### src/rtl/pipeline_hazard_ctrl_pkg.sv
// Shared types and encodings for the pipeline stall/flush/interrupt sequencer.
// Optional feature macro: PIPELINE_HAZARD_STALL_CNT_EN (bubble-cycle counter).
package pipeline_hazard_ctrl_pkg;

    typedef enum logic [2:0] {
        ST_RUN       = 3'd0,
        ST_STALL     = 3'd1,
        ST_PUSH_HI   = 3'd2,
        ST_PUSH_LO   = 3'd3,
        ST_INT_FETCH = 3'd4
    } hz_state_e;

    localparam logic [3:0] NONE_REG           = 4'hF;
    localparam int         INT_VEC_CYCLES_DEF = 1;

    localparam logic [1:0] PUSH_NONE   = 2'b00;
    localparam logic [1:0] PUSH_PC_HI  = 2'b01;
    localparam logic [1:0] PUSH_PC_LO  = 2'b10;
    localparam logic [1:0] PUSH_VECTOR = 2'b11;

    // Saturating 16-bit increment, holds at all-ones.
    function automatic logic [15:0] sat_inc16(input logic [15:0] val);
        if (val == 16'hFFFF) begin
            return 16'hFFFF;
        end else begin
            return val + 16'd1;
        end
    endfunction

endpackage

### src/rtl/pipeline_hazard_ctrl_if.sv
// Stage-register fields in, pipeline enables/flushes and push select out.
// stall_cnt exists only when PIPELINE_HAZARD_STALL_CNT_EN is defined.
interface pipeline_hazard_ctrl_if;

    logic       de_mem_read;
    logic [3:0] de_reg_dst_num;
    logic [2:0] fd_src1_num;
    logic [3:0] fd_src2_num;
    logic       fd_uses_src1;
    logic       fd_uses_src2;
    logic       branch_taken;
    logic       int_req;
    logic       pc_en;
    logic       fd_en;
    logic       fd_flush;
    logic       de_en;
    logic       int_ack;
    logic [1:0] push_sel;
`ifdef PIPELINE_HAZARD_STALL_CNT_EN
    logic [15:0] stall_cnt;
`endif

    modport master (
        output de_mem_read, de_reg_dst_num, fd_src1_num, fd_src2_num,
        output fd_uses_src1, fd_uses_src2, branch_taken, int_req,
`ifdef PIPELINE_HAZARD_STALL_CNT_EN
        input  stall_cnt,
`endif
        input  pc_en, fd_en, fd_flush, de_en, int_ack, push_sel
    );

    modport slave (
        input  de_mem_read, de_reg_dst_num, fd_src1_num, fd_src2_num,
        input  fd_uses_src1, fd_uses_src2, branch_taken, int_req,
`ifdef PIPELINE_HAZARD_STALL_CNT_EN
        output stall_cnt,
`endif
        output pc_en, fd_en, fd_flush, de_en, int_ack, push_sel
    );

endinterface

### src/rtl/pipeline_hazard_ctrl_hazard_cmp.sv
// Combinational load-use compare; also usable for forwarding-match checks.
module hazard_cmp
    import pipeline_hazard_ctrl_pkg::*;
(
    input  logic       mem_read,
    input  logic [3:0] dst_num,
    input  logic [2:0] src1_num,
    input  logic [3:0] src2_num,
    input  logic       uses_src1,
    input  logic       uses_src2,
    output logic       hazard
);

    logic src1_hit_s;
    logic src2_hit_s;

    // Source 1 is only 3 bits wide, so it can never alias NONE_REG.
    assign src1_hit_s = uses_src1 & ({1'b0, src1_num} == dst_num);
    assign src2_hit_s = uses_src2 & (src2_num == dst_num);
    assign hazard     = mem_read & (dst_num != NONE_REG) & (src1_hit_s | src2_hit_s);

endmodule

### src/rtl/pipeline_hazard_ctrl.sv
// Stall/flush/interrupt-entry sequencer for the five-stage pipeline.
// Define PIPELINE_HAZARD_STALL_CNT_EN to add the saturating stall_cnt output.
module pipeline_hazard_ctrl
    import pipeline_hazard_ctrl_pkg::*;
#(
    parameter int INT_VEC_CYCLES = INT_VEC_CYCLES_DEF
) (
    input  logic                 clk,
    input  logic                 reset,
    pipeline_hazard_ctrl_if.slave hz
);

    hz_state_e  state_r;
    hz_state_e  state_nxt_s;
    logic [2:0] cnt_r;
    logic [2:0] cnt_nxt_s;
    logic       hazard_s;
    logic       pc_en_s;
    logic       fd_en_s;
    logic       fd_flush_s;
    logic       de_en_s;
    logic       int_ack_s;
    logic [1:0] push_sel_s;

    hazard_cmp u_hazard_cmp (
        .mem_read  (hz.de_mem_read),
        .dst_num   (hz.de_reg_dst_num),
        .src1_num  (hz.fd_src1_num),
        .src2_num  (hz.fd_src2_num),
        .uses_src1 (hz.fd_uses_src1),
        .uses_src2 (hz.fd_uses_src2),
        .hazard    (hazard_s)
    );

    // State and vector-wait counter registers.
    always_ff @(posedge clk or negedge reset) begin
        if (!reset) begin
            state_r <= ST_RUN;
            cnt_r   <= 3'd0;
        end else begin
            state_r <= state_nxt_s;
            cnt_r   <= cnt_nxt_s;
        end
    end

    // Next state and pipeline controls; RUN decisions are same-cycle.
    always_comb begin
        state_nxt_s = state_r;
        cnt_nxt_s   = cnt_r;
        pc_en_s     = 1'b1;
        fd_en_s     = 1'b1;
        fd_flush_s  = 1'b0;
        de_en_s     = 1'b1;
        int_ack_s   = 1'b0;
        push_sel_s  = PUSH_NONE;
        case (state_r)
            ST_RUN: begin
                if (hz.branch_taken) begin
                    fd_flush_s = 1'b1;
                    de_en_s    = 1'b0;
                end else if (hazard_s) begin
                    pc_en_s     = 1'b0;
                    fd_en_s     = 1'b0;
                    de_en_s     = 1'b0;
                    state_nxt_s = ST_STALL;
                end else if (hz.int_req) begin
                    int_ack_s   = 1'b1;
                    pc_en_s     = 1'b0;
                    fd_flush_s  = 1'b1;
                    de_en_s     = 1'b0;
                    state_nxt_s = ST_PUSH_HI;
                end else begin
                    state_nxt_s = ST_RUN;
                end
            end
            // The load has already left DE, so no hazard re-check here.
            ST_STALL: begin
                state_nxt_s = ST_RUN;
            end
            ST_PUSH_HI: begin
                push_sel_s  = PUSH_PC_HI;
                pc_en_s     = 1'b0;
                fd_en_s     = 1'b0;
                de_en_s     = 1'b0;
                state_nxt_s = ST_PUSH_LO;
            end
            ST_PUSH_LO: begin
                push_sel_s  = PUSH_PC_LO;
                pc_en_s     = 1'b0;
                fd_en_s     = 1'b0;
                de_en_s     = 1'b0;
                cnt_nxt_s   = 3'(INT_VEC_CYCLES - 1);
                state_nxt_s = ST_INT_FETCH;
            end
            ST_INT_FETCH: begin
                push_sel_s = PUSH_VECTOR;
                fd_en_s    = 1'b0;
                de_en_s    = 1'b0;
                if (cnt_r == 3'd0) begin
                    pc_en_s     = 1'b1;
                    state_nxt_s = ST_RUN;
                end else begin
                    pc_en_s   = 1'b0;
                    cnt_nxt_s = cnt_r - 3'd1;
                end
            end
            default: begin
                state_nxt_s = ST_RUN;
                cnt_nxt_s   = 3'd0;
            end
        endcase
    end

    assign hz.pc_en    = pc_en_s;
    assign hz.fd_en    = fd_en_s;
    assign hz.fd_flush = fd_flush_s;
    assign hz.de_en    = de_en_s;
    assign hz.int_ack  = int_ack_s;
    assign hz.push_sel = push_sel_s;

`ifdef PIPELINE_HAZARD_STALL_CNT_EN
    logic [15:0] stall_cnt_r;

    // Count every cycle in which DE receives a bubble.
    always_ff @(posedge clk or negedge reset) begin
        if (!reset) begin
            stall_cnt_r <= 16'd0;
        end else if (!de_en_s) begin
            stall_cnt_r <= sat_inc16(stall_cnt_r);
        end else begin
            stall_cnt_r <= stall_cnt_r;
        end
    end

    assign hz.stall_cnt = stall_cnt_r;
`endif

endmodule

### src/flat_wrapper.sv
// flat-port wrapper written by rule: the top's interface ports become plain ports
module pipeline_hazard_ctrl_flat import pipeline_hazard_ctrl_pkg::*;
#(
    parameter int INT_VEC_CYCLES = INT_VEC_CYCLES_DEF
)
  (clk, reset, hz_de_mem_read, hz_de_reg_dst_num, hz_fd_src1_num, hz_fd_src2_num, hz_fd_uses_src1, hz_fd_uses_src2, hz_branch_taken, hz_int_req, hz_pc_en, hz_fd_en, hz_fd_flush, hz_de_en, hz_int_ack, hz_push_sel);
  pipeline_hazard_ctrl_if hz_i ();
  input  logic clk;
  input  logic reset;
  input wire logic [$bits(hz_i.de_mem_read)-1:0] hz_de_mem_read;
  input wire logic [$bits(hz_i.de_reg_dst_num)-1:0] hz_de_reg_dst_num;
  input wire logic [$bits(hz_i.fd_src1_num)-1:0] hz_fd_src1_num;
  input wire logic [$bits(hz_i.fd_src2_num)-1:0] hz_fd_src2_num;
  input wire logic [$bits(hz_i.fd_uses_src1)-1:0] hz_fd_uses_src1;
  input wire logic [$bits(hz_i.fd_uses_src2)-1:0] hz_fd_uses_src2;
  input wire logic [$bits(hz_i.branch_taken)-1:0] hz_branch_taken;
  input wire logic [$bits(hz_i.int_req)-1:0] hz_int_req;
  output wire logic [$bits(hz_i.pc_en)-1:0] hz_pc_en;
  output wire logic [$bits(hz_i.fd_en)-1:0] hz_fd_en;
  output wire logic [$bits(hz_i.fd_flush)-1:0] hz_fd_flush;
  output wire logic [$bits(hz_i.de_en)-1:0] hz_de_en;
  output wire logic [$bits(hz_i.int_ack)-1:0] hz_int_ack;
  output wire logic [$bits(hz_i.push_sel)-1:0] hz_push_sel;
  assign hz_i.de_mem_read = hz_de_mem_read;
  assign hz_i.de_reg_dst_num = hz_de_reg_dst_num;
  assign hz_i.fd_src1_num = hz_fd_src1_num;
  assign hz_i.fd_src2_num = hz_fd_src2_num;
  assign hz_i.fd_uses_src1 = hz_fd_uses_src1;
  assign hz_i.fd_uses_src2 = hz_fd_uses_src2;
  assign hz_i.branch_taken = hz_branch_taken;
  assign hz_i.int_req = hz_int_req;
  assign hz_pc_en = hz_i.pc_en;
  assign hz_fd_en = hz_i.fd_en;
  assign hz_fd_flush = hz_i.fd_flush;
  assign hz_de_en = hz_i.de_en;
  assign hz_int_ack = hz_i.int_ack;
  assign hz_push_sel = hz_i.push_sel;
  pipeline_hazard_ctrl #(.INT_VEC_CYCLES(INT_VEC_CYCLES)) u_core (.clk(clk), .reset(reset), .hz(hz_i));
endmodule
### config.mk
export PLATFORM = sky130hd
export DESIGN_NAME = pipeline_hazard_ctrl_flat
export DESIGN_NICKNAME = d
export VERILOG_FILES = /design/src/rtl/pipeline_hazard_ctrl_pkg.sv /design/src/rtl/pipeline_hazard_ctrl_if.sv /design/src/rtl/pipeline_hazard_ctrl_hazard_cmp.sv /design/src/rtl/pipeline_hazard_ctrl.sv /design/src/flat_wrapper.sv
export SDC_FILE = /design/constraint.sdc
export NUM_CORES = 1
export LEC_CHECK = 0
export BUFFER_PORTS_ARGS = -buffer_cell sky130_fd_sc_hd__buf_2
export CORE_UTILIZATION = 40
export DETAILED_ROUTE_END_ITERATION = 7
export PLACE_DENSITY = 0.69
export SYNTH_ARGS = -nofsm -noshare
export SYNTH_HDL_FRONTEND = slang
export SYNTH_SLANG_ARGS = --single-unit
### constraint.sdc
create_clock -name clk -period 1.67 [get_ports clk]
set_input_delay 0.0835 -clock clk [delete_from_list [all_inputs] [get_ports clk]]
set_output_delay 0.0835 -clock clk [all_outputs]
set_load 0.01 [all_outputs]
==> results.ini <==
[job]
cap_violations=0

[setup_path]
crit_type=flop to primary output
crit_required_ns=1.59
r2r_cells=7
crit_start=u_core.state_r[2]
r2r_end=u_core.cnt_r[1]
crit_fanout=12
rr_startpoint=u_core.cnt_r[0]
cp.arrival_ns=1.50
endpoint_kind=primary output
worstSetupEndpoint=hz_de_en
startpoint_type=flop
reg2reg_setup_slack_ns=0.21

[pwr]
vdd_drop_max_v=0.000444
clkPwrFrac=0.149
power_leakage_nw=0.352
switching_share=0.417
power_frac_seq=0.296
internal_power_w=0.000510
combPwrFrac=0.555
total_power_w=0.000875
powerDensity_nw_per_um2=1180
p_sw_w=0.000365

[clock_tree]
clk_pin_slew_ns=0.04
cts_buffers=3
clock-sinks=6
clock_latency_ns=0.24
cts_tree=yes
cts.path.max_buffers=2
htreeDepth=1
root_buffer=clkbuf_4

[final_layout]
area_growth_pct=33.1
design_area_sq_um=739
fill_cells=122
finish.utilization=0.568
fin_nets=117
final_cell_mix=24 x buf_2, 8 x xnor2_1, 7 x nand2_1
n_antenna_cell=0
drive_gt1_frac=0.389
final_common_cell=buf_2

[synthesis]
avgSynthCellArea_sq_um=8.29
synth_top_area_share=0.270
synth_mux_area_frac=0.0180
synth_nets=87
syn_inst=67
yosys.area_share.adder=0.0450
synth_top_family_by_area=simple AND/OR/NAND/NOR gates
yosys_register_bits=6
synth_compound_area_frac=0.207
synth_flop_cell=dfrtp_1
synth_xor_xnor_area_share=0.126
synthArstFlopShare=1.00
yosysWarningCount=0
synth_simple_gate_area_frac=0.288
synth_area_leaders=dfrtp_1 27%, xnor2_1 13%, nand2_1 4.7%
synth_area_sq_um=556
synth-seq-area-share=0.270
yosysTopAreaCell=dfrtp_1
ys_types=30
synth_edf_count=0

[die]
initial_utilization=0.427
core_area_sq_um=1300
io_pins=25
rows=13
die_x_um=39.3
die-area_sq_um=1540
die_h_um=39.3

[placement]
hpwl_um=876
placed_area_sq_um=696
gp_congestion=0.646
port_buffers=24

[sta]
slew_violations=0
hold_ws_ns=0.156
slew-limit-headroom=0.764
max_freq_ghz=0.630
setup_viol=0
max_slew.worst_pin.slew_ns=0.352
tns_ns=0
period_needed_ns=1.59
fin_worst_skew_ns=0.00170
min_period_over_period=0.951
rsz0062_at_grt=no
hold_viol_final=0

[drt]
vias=572
drt_iter0_markers=4
drt-vias-per-instance=5.20
drt-total-wl_um=1160
detail-route-antenna-nets=0
drc=0
drtPass1Iterations=3
wl_per_cell_um=10.5

[global_routing]
grt_use_total=0.178
grt-ovfl-total=0
grt_first_pass_wirelength_um=1840
grt_pass1_vias=445
antenna_found_initial=0
grt_start_max_net_pins=13

[outcome]
status=completed

[min_path]
hold-path-cell-count=3
hp-class=primary input to flop

[power by group through the flow]
stage | clock network, W | logic (W) | registers, W
3_5_place_dp | 0 | 0.000486 | 0.000254
6_report | 0.000130 | 0.000485 | 0.000260
5_1_grt | 0.000147 | 0.000551 | 0.000268
2_1_floorplan | 0 | 0.000374 | 0.000203
4_1_cts | 0.000137 | 0.000489 | 0.000252
3_3_place_gp | 0 | 0.000485 | 0.000252
[synthesized netlist by cell type, types with 2 or more instances]
| cell | n |
|---|---|
| o21ai_0 | 4 |
| buf_2 | 2 |
| dfrtp_1 | 6 |
| o22ai_1 | 3 |
| o21a_1 | 2 |
| ha_1 | 2 |
| nand2_1 | 7 |
| xnor2_1 | 8 |
| nor2_1 | 6 |
| inv_1 | 3 |
| nor3_1 | 2 |
| nand4_1 | 3 |
| nand3_1 | 2 |
[stage by stage]
step	setup slack [ns]	instances
after global placement	0.289	105
after floorplan	0.399	67
after CTS	0.0440	109
after global routing	0.0101	110
final	0.0817	110
after detailed placement	0.303	105
[routing by layer]
layer	wire, um	global-route usage
met5	0	0
met4	5	0.103
met1	535	0.204
met3	48	0.0341
met2	571	0.304
[layout make-up]
class / count / area [sq um] / share of cell area
multi-input cells: 55 / 380 / 0.514
flip-flops and latches: 6 / 154 / 0.208
repair buffers: 28 / 153 / 0.206
clock buffers: 3 / 22.5 / 0.0305
well taps: 15 / 18.8 / 0.0254
inverters: 3 / 11.3 / 0.0152
[registers in the layout (all words and copies together), names as in the netlist]
signal / cells
u_core.cnt_r: 3
u_core.state_r: 3
[what timing repair did]
action / CTS / global route
resized for setup: 0 / 3
setup endpoints to repair: 0 / 4
endpoints found under the hold margin: 6 / 0
setup buffers: 0 / 1
hold buffers: 1 / 0
[worst max-delay path, stage by stage, from the launching register on]
cell and delay [ns]:
dfrtp_2 0.47, or4_1 0.50, o21ai_0 0.15, buf_2 0.15
[kinds of logic (layout without fill, tap and decap cells)]
logic type / Yosys count / count (layout)
and+or+nand+nor: 28 / 28
AOI/OAI and AO/OA: 16 / 16
xor gates and xnor gates: 8 / 8
DFF: 6 / 6
buffers and inverters: 6 / 34
adders and majority gates: 2 / 2
muxes: 1 / 1
[how the worst min path moves through the flow]
stage	slack (ns)	end	start
3_3_place_gp	-0.09	u_core.cnt_r[1]	reset
3_5_place_dp	-0.09	u_core.cnt_r[2]	reset
4_1_cts	0.16	u_core.state_r[1]	hz_int_req
5_1_grt	0.18	u_core.state_r[1]	hz_int_req
2_1_floorplan	-0.21	u_core.cnt_r[0]	reset
6_report	0.16	u_core.state_r[1]	hz_int_req
Power figures use the tool's default switching activity.
